[src/rtl/cursor_tracker.sv]
// -----------------------------------------------------------------------------
// cursor_tracker
//   Paint-cursor position tracker with press-and-hold auto-repeat. Direction
//   buttons are level inputs (already synchronised and debounced upstream).
//   The cursor moves over a GRID_W x GRID_H canvas plus one sidebar column at
//   X == GRID_W. Edges either wrap or clamp (WRAP parameter).
//
//   A press steps immediately. Holding the same direction steps again after
//   HOLD_CYC cycles, then every REPEAT_CYC cycles. Changing direction counts
//   as a fresh press.
//
// Ports
//   CLOCK_50    in   system clock
//   reset       in   synchronous, active-high reset (priority over everything)
//   left/right  in   level, move -X / +X
//   up/down     in   level, move -Y / +Y
//   userX       out  cursor column (registered)
//   userY       out  cursor row (registered)
//   moved       out  one-cycle pulse, registered with an actual position change
//   on_sidebar  out  combinational, userX == GRID_W
//
// Configuration macro
//   CURSOR_DIAG_EN  when defined, the vertical (up > down) and horizontal
//                   (right > left) axes select independently and a step can
//                   move both axes at once. When undefined a single direction
//                   wins with priority up > down > right > left.
// -----------------------------------------------------------------------------
module cursor_tracker #(
  parameter int GRID_W     = 32,
  parameter int GRID_H     = 32,
  parameter int XW         = 6,
  parameter int YW         = 5,
  parameter int WRAP       = 1,
  parameter int HOLD_CYC   = 25_000_000,
  parameter int REPEAT_CYC = 5_000_000
) (
  input  logic          CLOCK_50,
  input  logic          reset,
  input  logic          left,
  input  logic          right,
  input  logic          up,
  input  logic          down,
  output logic [XW-1:0] userX,
  output logic [YW-1:0] userY,
  output logic          moved,
  output logic          on_sidebar
);

  localparam int TMAX = (HOLD_CYC > REPEAT_CYC) ? HOLD_CYC : REPEAT_CYC;
  localparam int TW   = (TMAX > 1) ? $clog2(TMAX) : 1;

  localparam logic [XW-1:0] X_MAX  = XW'(GRID_W);
  localparam logic [YW-1:0] Y_MAX  = YW'(GRID_H - 1);
  localparam logic [XW-1:0] X_ONE  = XW'(1'b1);
  localparam logic [YW-1:0] Y_ONE  = YW'(1'b1);
  localparam logic [TW-1:0] T_ONE  = TW'(1'b1);
  localparam logic [TW-1:0] HOLD_LOAD   = TW'(HOLD_CYC - 1);
  localparam logic [TW-1:0] REPEAT_LOAD = TW'(REPEAT_CYC - 1);
  localparam bit            WRAP_EN = (WRAP != 0);

  // Per-axis direction codes; the latched direction is the {v,h} pair so the
  // same change detection serves both single-axis and diagonal builds.
  localparam logic [1:0] V_NONE  = 2'd0;
  localparam logic [1:0] V_UP    = 2'd1;
  localparam logic [1:0] V_DOWN  = 2'd2;
  localparam logic [1:0] H_NONE  = 2'd0;
  localparam logic [1:0] H_RIGHT = 2'd1;
  localparam logic [1:0] H_LEFT  = 2'd2;
  localparam logic [3:0] DIR_NONE = 4'd0;

  typedef enum logic [1:0] {
    S_IDLE   = 2'd0,
    S_HOLD   = 2'd1,
    S_REPEAT = 2'd2
  } state_t;

  state_t        state_r;
  logic [TW-1:0] timer_r;
  logic [3:0]    last_dir_r;
  logic [XW-1:0] user_x_r;
  logic [YW-1:0] user_y_r;
  logic          moved_r;

  logic [1:0]    v_s;
  logic [1:0]    h_s;
  logic [3:0]    dir_s;
  logic [XW-1:0] step_x_s;
  logic [YW-1:0] step_y_s;
  logic          step_moves_s;

  // Button decode into vertical/horizontal direction codes.
  always_comb begin
    v_s = V_NONE;
    h_s = H_NONE;
`ifdef CURSOR_DIAG_EN
    if (up) begin
      v_s = V_UP;
    end else if (down) begin
      v_s = V_DOWN;
    end else begin
      v_s = V_NONE;
    end
    if (right) begin
      h_s = H_RIGHT;
    end else if (left) begin
      h_s = H_LEFT;
    end else begin
      h_s = H_NONE;
    end
`else
    if (up) begin
      v_s = V_UP;
    end else if (down) begin
      v_s = V_DOWN;
    end else if (right) begin
      h_s = H_RIGHT;
    end else if (left) begin
      h_s = H_LEFT;
    end else begin
      v_s = V_NONE;
      h_s = H_NONE;
    end
`endif
  end

  assign dir_s = {v_s, h_s};

  // Candidate X after a step; edges compared explicitly, no reliance on overflow.
  always_comb begin
    step_x_s = user_x_r;
    case (h_s)
      H_RIGHT: begin
        if (user_x_r == X_MAX) begin
          if (WRAP_EN) begin
            step_x_s = {XW{1'b0}};
          end else begin
            step_x_s = user_x_r;
          end
        end else begin
          step_x_s = user_x_r + X_ONE;
        end
      end
      H_LEFT: begin
        if (user_x_r == {XW{1'b0}}) begin
          if (WRAP_EN) begin
            step_x_s = X_MAX;
          end else begin
            step_x_s = user_x_r;
          end
        end else begin
          step_x_s = user_x_r - X_ONE;
        end
      end
      default: step_x_s = user_x_r;
    endcase
  end

  // Candidate Y after a step.
  always_comb begin
    step_y_s = user_y_r;
    case (v_s)
      V_DOWN: begin
        if (user_y_r == Y_MAX) begin
          if (WRAP_EN) begin
            step_y_s = {YW{1'b0}};
          end else begin
            step_y_s = user_y_r;
          end
        end else begin
          step_y_s = user_y_r + Y_ONE;
        end
      end
      V_UP: begin
        if (user_y_r == {YW{1'b0}}) begin
          if (WRAP_EN) begin
            step_y_s = Y_MAX;
          end else begin
            step_y_s = user_y_r;
          end
        end else begin
          step_y_s = user_y_r - Y_ONE;
        end
      end
      default: step_y_s = user_y_r;
    endcase
  end

  // A clamped step leaves the position untouched and must not pulse moved.
  assign step_moves_s = (step_x_s != user_x_r) || (step_y_s != user_y_r);

  // Press / hold / auto-repeat FSM with registered position and move strobe.
  always_ff @(posedge CLOCK_50) begin
    if (reset) begin
      state_r    <= S_IDLE;
      timer_r    <= {TW{1'b0}};
      last_dir_r <= DIR_NONE;
      user_x_r   <= {XW{1'b0}};
      user_y_r   <= {YW{1'b0}};
      moved_r    <= 1'b0;
    end else begin
      moved_r <= 1'b0;
      case (state_r)
        S_IDLE: begin
          if (dir_s != DIR_NONE) begin
            user_x_r   <= step_x_s;
            user_y_r   <= step_y_s;
            moved_r    <= step_moves_s;
            last_dir_r <= dir_s;
            timer_r    <= HOLD_LOAD;
            state_r    <= S_HOLD;
          end else begin
            state_r <= S_IDLE;
          end
        end
        S_HOLD, S_REPEAT: begin
          if (dir_s == DIR_NONE) begin
            state_r <= S_IDLE;
          end else if (dir_s != last_dir_r) begin
            // Switching direction behaves like a fresh press.
            user_x_r   <= step_x_s;
            user_y_r   <= step_y_s;
            moved_r    <= step_moves_s;
            last_dir_r <= dir_s;
            timer_r    <= HOLD_LOAD;
            state_r    <= S_HOLD;
          end else if (timer_r == {TW{1'b0}}) begin
            user_x_r   <= step_x_s;
            user_y_r   <= step_y_s;
            moved_r    <= step_moves_s;
            last_dir_r <= dir_s;
            timer_r    <= REPEAT_LOAD;
            state_r    <= S_REPEAT;
          end else begin
            timer_r <= timer_r - T_ONE;
          end
        end
        default: begin
          state_r <= S_IDLE;
          timer_r <= {TW{1'b0}};
        end
      endcase
    end
  end

  assign userX      = user_x_r;
  assign userY      = user_y_r;
  assign moved      = moved_r;
  assign on_sidebar = (user_x_r == X_MAX);

endmodule

[config.mk]
export PLATFORM = sky130hd
export DESIGN_NAME = cursor_tracker
export DESIGN_NICKNAME = d
export VERILOG_FILES = /design/src/rtl/cursor_tracker.sv
export SDC_FILE = /design/constraint.sdc
export NUM_CORES = 1
export LEC_CHECK = 0
export ABC_CLOCK_PERIOD_IN_PS = 6450
export CORE_ASPECT_RATIO = 1.5
export CORE_UTILIZATION = 50
export DETAILED_ROUTE_END_ITERATION = 8
export PLACE_DENSITY = 0.69
export SLEW_MARGIN = 40
export SYNTH_ARGS = -nofsm -noshare
export SYNTH_HDL_FRONTEND = slang
export SYNTH_SLANG_ARGS = --single-unit
export TNS_END_PERCENT = 30
[constraint.sdc]
create_clock -name CLOCK_50 -period 6.45 [get_ports CLOCK_50]
set_input_delay 0.9675 -clock CLOCK_50 [delete_from_list [all_inputs] [get_ports CLOCK_50]]
set_output_delay 0.9675 -clock CLOCK_50 [all_outputs]
set_load 0.05 [all_outputs]
==> impl_metrics.ini <==
[floorplan]
coreArea_um2 = 5490
io_pins = 19
start_util_pct = 52.3
dieHeight_um = 94.9
dieWidth_um = 63.9
row_count = 33
die_area_um2 = 6060

[logic_synthesis]
synthArstFlopShare_pct = 0
netlist_instances = 364
yosysUniqueCellTypes = 66
synthSimpleGateAreaFrac_pct = 28.0
synthMuxAreaShare_pct = 2.13
synth_edf_count = 0
synth_area_per_cell_um2 = 7.90
synth_ff_type = dfxtp_1
synth-xor-area-share_pct = 3.05
synth_top_family_by_area = simple AND/OR/NAND/NOR gates
yosysWarnings = 0
synth-adder-area-share_pct = 5.66
synth_seq_area_share_pct = 30.0
syn-cell-area_um2 = 2870
synth-seq-cells = 43
synth_nets = 383
synth_compound_area_share_pct = 26.3

[clock_tree]
cts_resized = 0
postCtsHoldBufs = 0
cts_buffers = 5
htree_num_levels = 2
worstSkewPairLatency_ns = 0.29
cts-root-buf = clkbuf_8
clockBufferDepth = 2
path_clk_slew_ns = 0.08
postCtsSetupBuffers = 0
clock_sinks = 43
cts_tree = built

[route]
drc = 0
via_per_inst = 6.38
routedWlPerCell_um = 16.3
wl_um = 7260
drtAntennaViolNets = 0
drt_iter0_markers = 326
dr.pass1.iters = 4
vias = 2846

[finish]
area_growth_pct = 10.4
layout-drive-gt1-share_pct = 6.91
n_fill_cell = 520
final_cell_area_um2 = 3170
final_nets = 394
register_area_um2 = 861
antenna_cells = 0
multiInputGateArea_um2 = 1880

[grt]
grt_use_met2_pct = 46.8
grt_max_degree = 22
grt_busiest_layer = met2
met3_usage_pct = 3.62
grt_use_met1_pct = 28.6
grt_antenna_before_repair = 0
grt_usage_pct = 25.2
grt_pass1_wl_um = 12200
grt_pass1_vias = 2657
grt.overflow.total = 0

[timing]
rsz0062_at_grt = false
skew_ns = 0.00512
timing.fmax_mhz = 258
finalMaxSlewViolations = 0
tns_ns = 0
hold_viol_final = 0
finalCriticalPeriod_ns = 3.88
setup_viol = 0
min_period_over_period_pct = 60.1
worst_pin_slew_ns = 0.740
slew_headroom_pct = 50.6

[worst_setup_path]
worstSetupPathType = in -> reg
reg2reg_setup_slack_ns = 3.79
timing.rr.start = timer_r[0]
reg2regPathDepth = 8
worstPathMaxFanout = 14
critPathArrivalTime_ns = 4.07
cp-start-kind = input pin
required_ns = 6.64
timing.rr.end = userY[0]
end_kind = flip-flop

[worst_hold_path]
hold_start = timer_r[21]
min_to = timer_r[21]
hp-class = reg -> reg
holdPathStages = 1

[placed_design]
post_dp_cell_area_um2 = 3100
port_buffers = 18
dp_hpwl_um = 5260
place_congestion = 0.912

[power]
power.density_nw_per_um2 = 233
vdd_drop_max_mv = 0.145
p_leak_nw = 1.18

[flow_run]
max-cap-violations = 0

[status]
status = completed
==> registers in the layout, summed over array words and instances (netlist names) <==
name / cells
userX: 6
state_r: 2
moved: 1
timer_r: 25
userY: 5
last_dir_r: 4
==> layer usage <==
metal | wire (um) | part of all wire (%)
met5 | 0 | 0
met4 | 138 | 1.9
met3 | 239 | 3.3
met2 | 3840 | 53
met1 | 3040 | 42
==> worst max-delay path by stage <==
stage                     start          end  slack [ns]  depth (start not counted)
final                        up   timer_r[8]        2.57                         10
after global routing         up   timer_r[8]        2.20                         10
after CTS                    up   timer_r[8]        2.61                         10
after detailed placement     up   timer_r[8]        2.28                         10
after global placement       up   timer_r[8]        2.43                         10
after floorplan              up  timer_r[23]        3.42                          9
==> through the flow <==
step | setup WS, ns | hold slack [ns] | util [%] | total power [mW] | cells
floorplan | 3.42 | 0.451 | - | 0.506 | 364
global placement | 2.43 | 0.465 | 56.3 | 0.567 | 438
detailed placement | 2.28 | 0.465 | 56.4 | 0.571 | 438
CTS | 2.61 | 0.490 | 57.9 | 0.741 | 446
global route | 2.20 | 0.508 | 57.8 | 0.781 | 446
finish | 2.57 | 0.496 | 57.8 | 0.740 | 446
==> cell type report <==
cell class | instances | area share, %
Sequential cell | 43 | 27.1
Clock buffer | 7 | 2.40
Clock inverter | 1 | 0.158
Tap cell | 70 | 2.76
Inverter | 20 | 2.37
Timing Repair Buffer | 20 | 5.99
Multi-Input combinational cell | 285 | 59.2
==> cells by family after synthesis <==
kind of cell / Yosys count
compound gates: 106
xor+xnor: 10
fa+ha+maj: 13
buf+inv: 36
flops: 43
mux: 6
simple gates: 150
==> critical path, stage by stage <==
cell and delay, ns:
clkdlybuf4s50_1 0.74, nor2_1 0.22, nand3b_1 0.18, ha_1 0.16, nor3b_1 0.43, o21ai_0 0.32
nand3_1 0.47, nor2_1 0.18, a21o_1 0.23, a22o_1 0.17
==> report_power, final <==
| group | total [mW] | internal (mW) | switching (mW) |
|---|---|---|---|
| clock | 0.172 | 0.0763 | 0.0954 |
| combinational | 0.229 | 0.0936 | 0.136 |
| sequential | 0.339 | 0.296 | 0.0425 |
==> layout by cell type (no fill, tap or decap), types with 6 or more instances in the layout <==
cell              n
nor3_1           12
dfxtp_1          43
nand2_1          29
xnor2_1           8
nor2_1           40
or3_1             7
nor4_1            7
o41ai_1           6
o31ai_1           6
nand3_1           9
inv_1            20
clkdlybuf4s50_1  17
ha_1             13
o21ai_0          29
a21oi_1          14
a22o_1            7
==> synth_stat cells, drive strengths merged (6+ instances only) <==
cell / instances / area, um2
dfxtp: 43 / 861
nor2: 42 / 163
nand2: 29 / 109
o21ai: 29 / 145
inv: 20 / 75.1
a21oi: 14 / 70.1
nor3: 14 / 80.1
ha: 13 / 163
clkbuf: 12 / 45.0
nand3: 9 / 45.0
nor4: 8 / 56.3
xnor2: 8 / 70.1
a22o: 7 / 61.3
o31ai: 7 / 57.6
or3: 7 / 43.8
o41ai: 6 / 52.6
or2: 6 / 40.0
(Power assumes the default switching activity.)
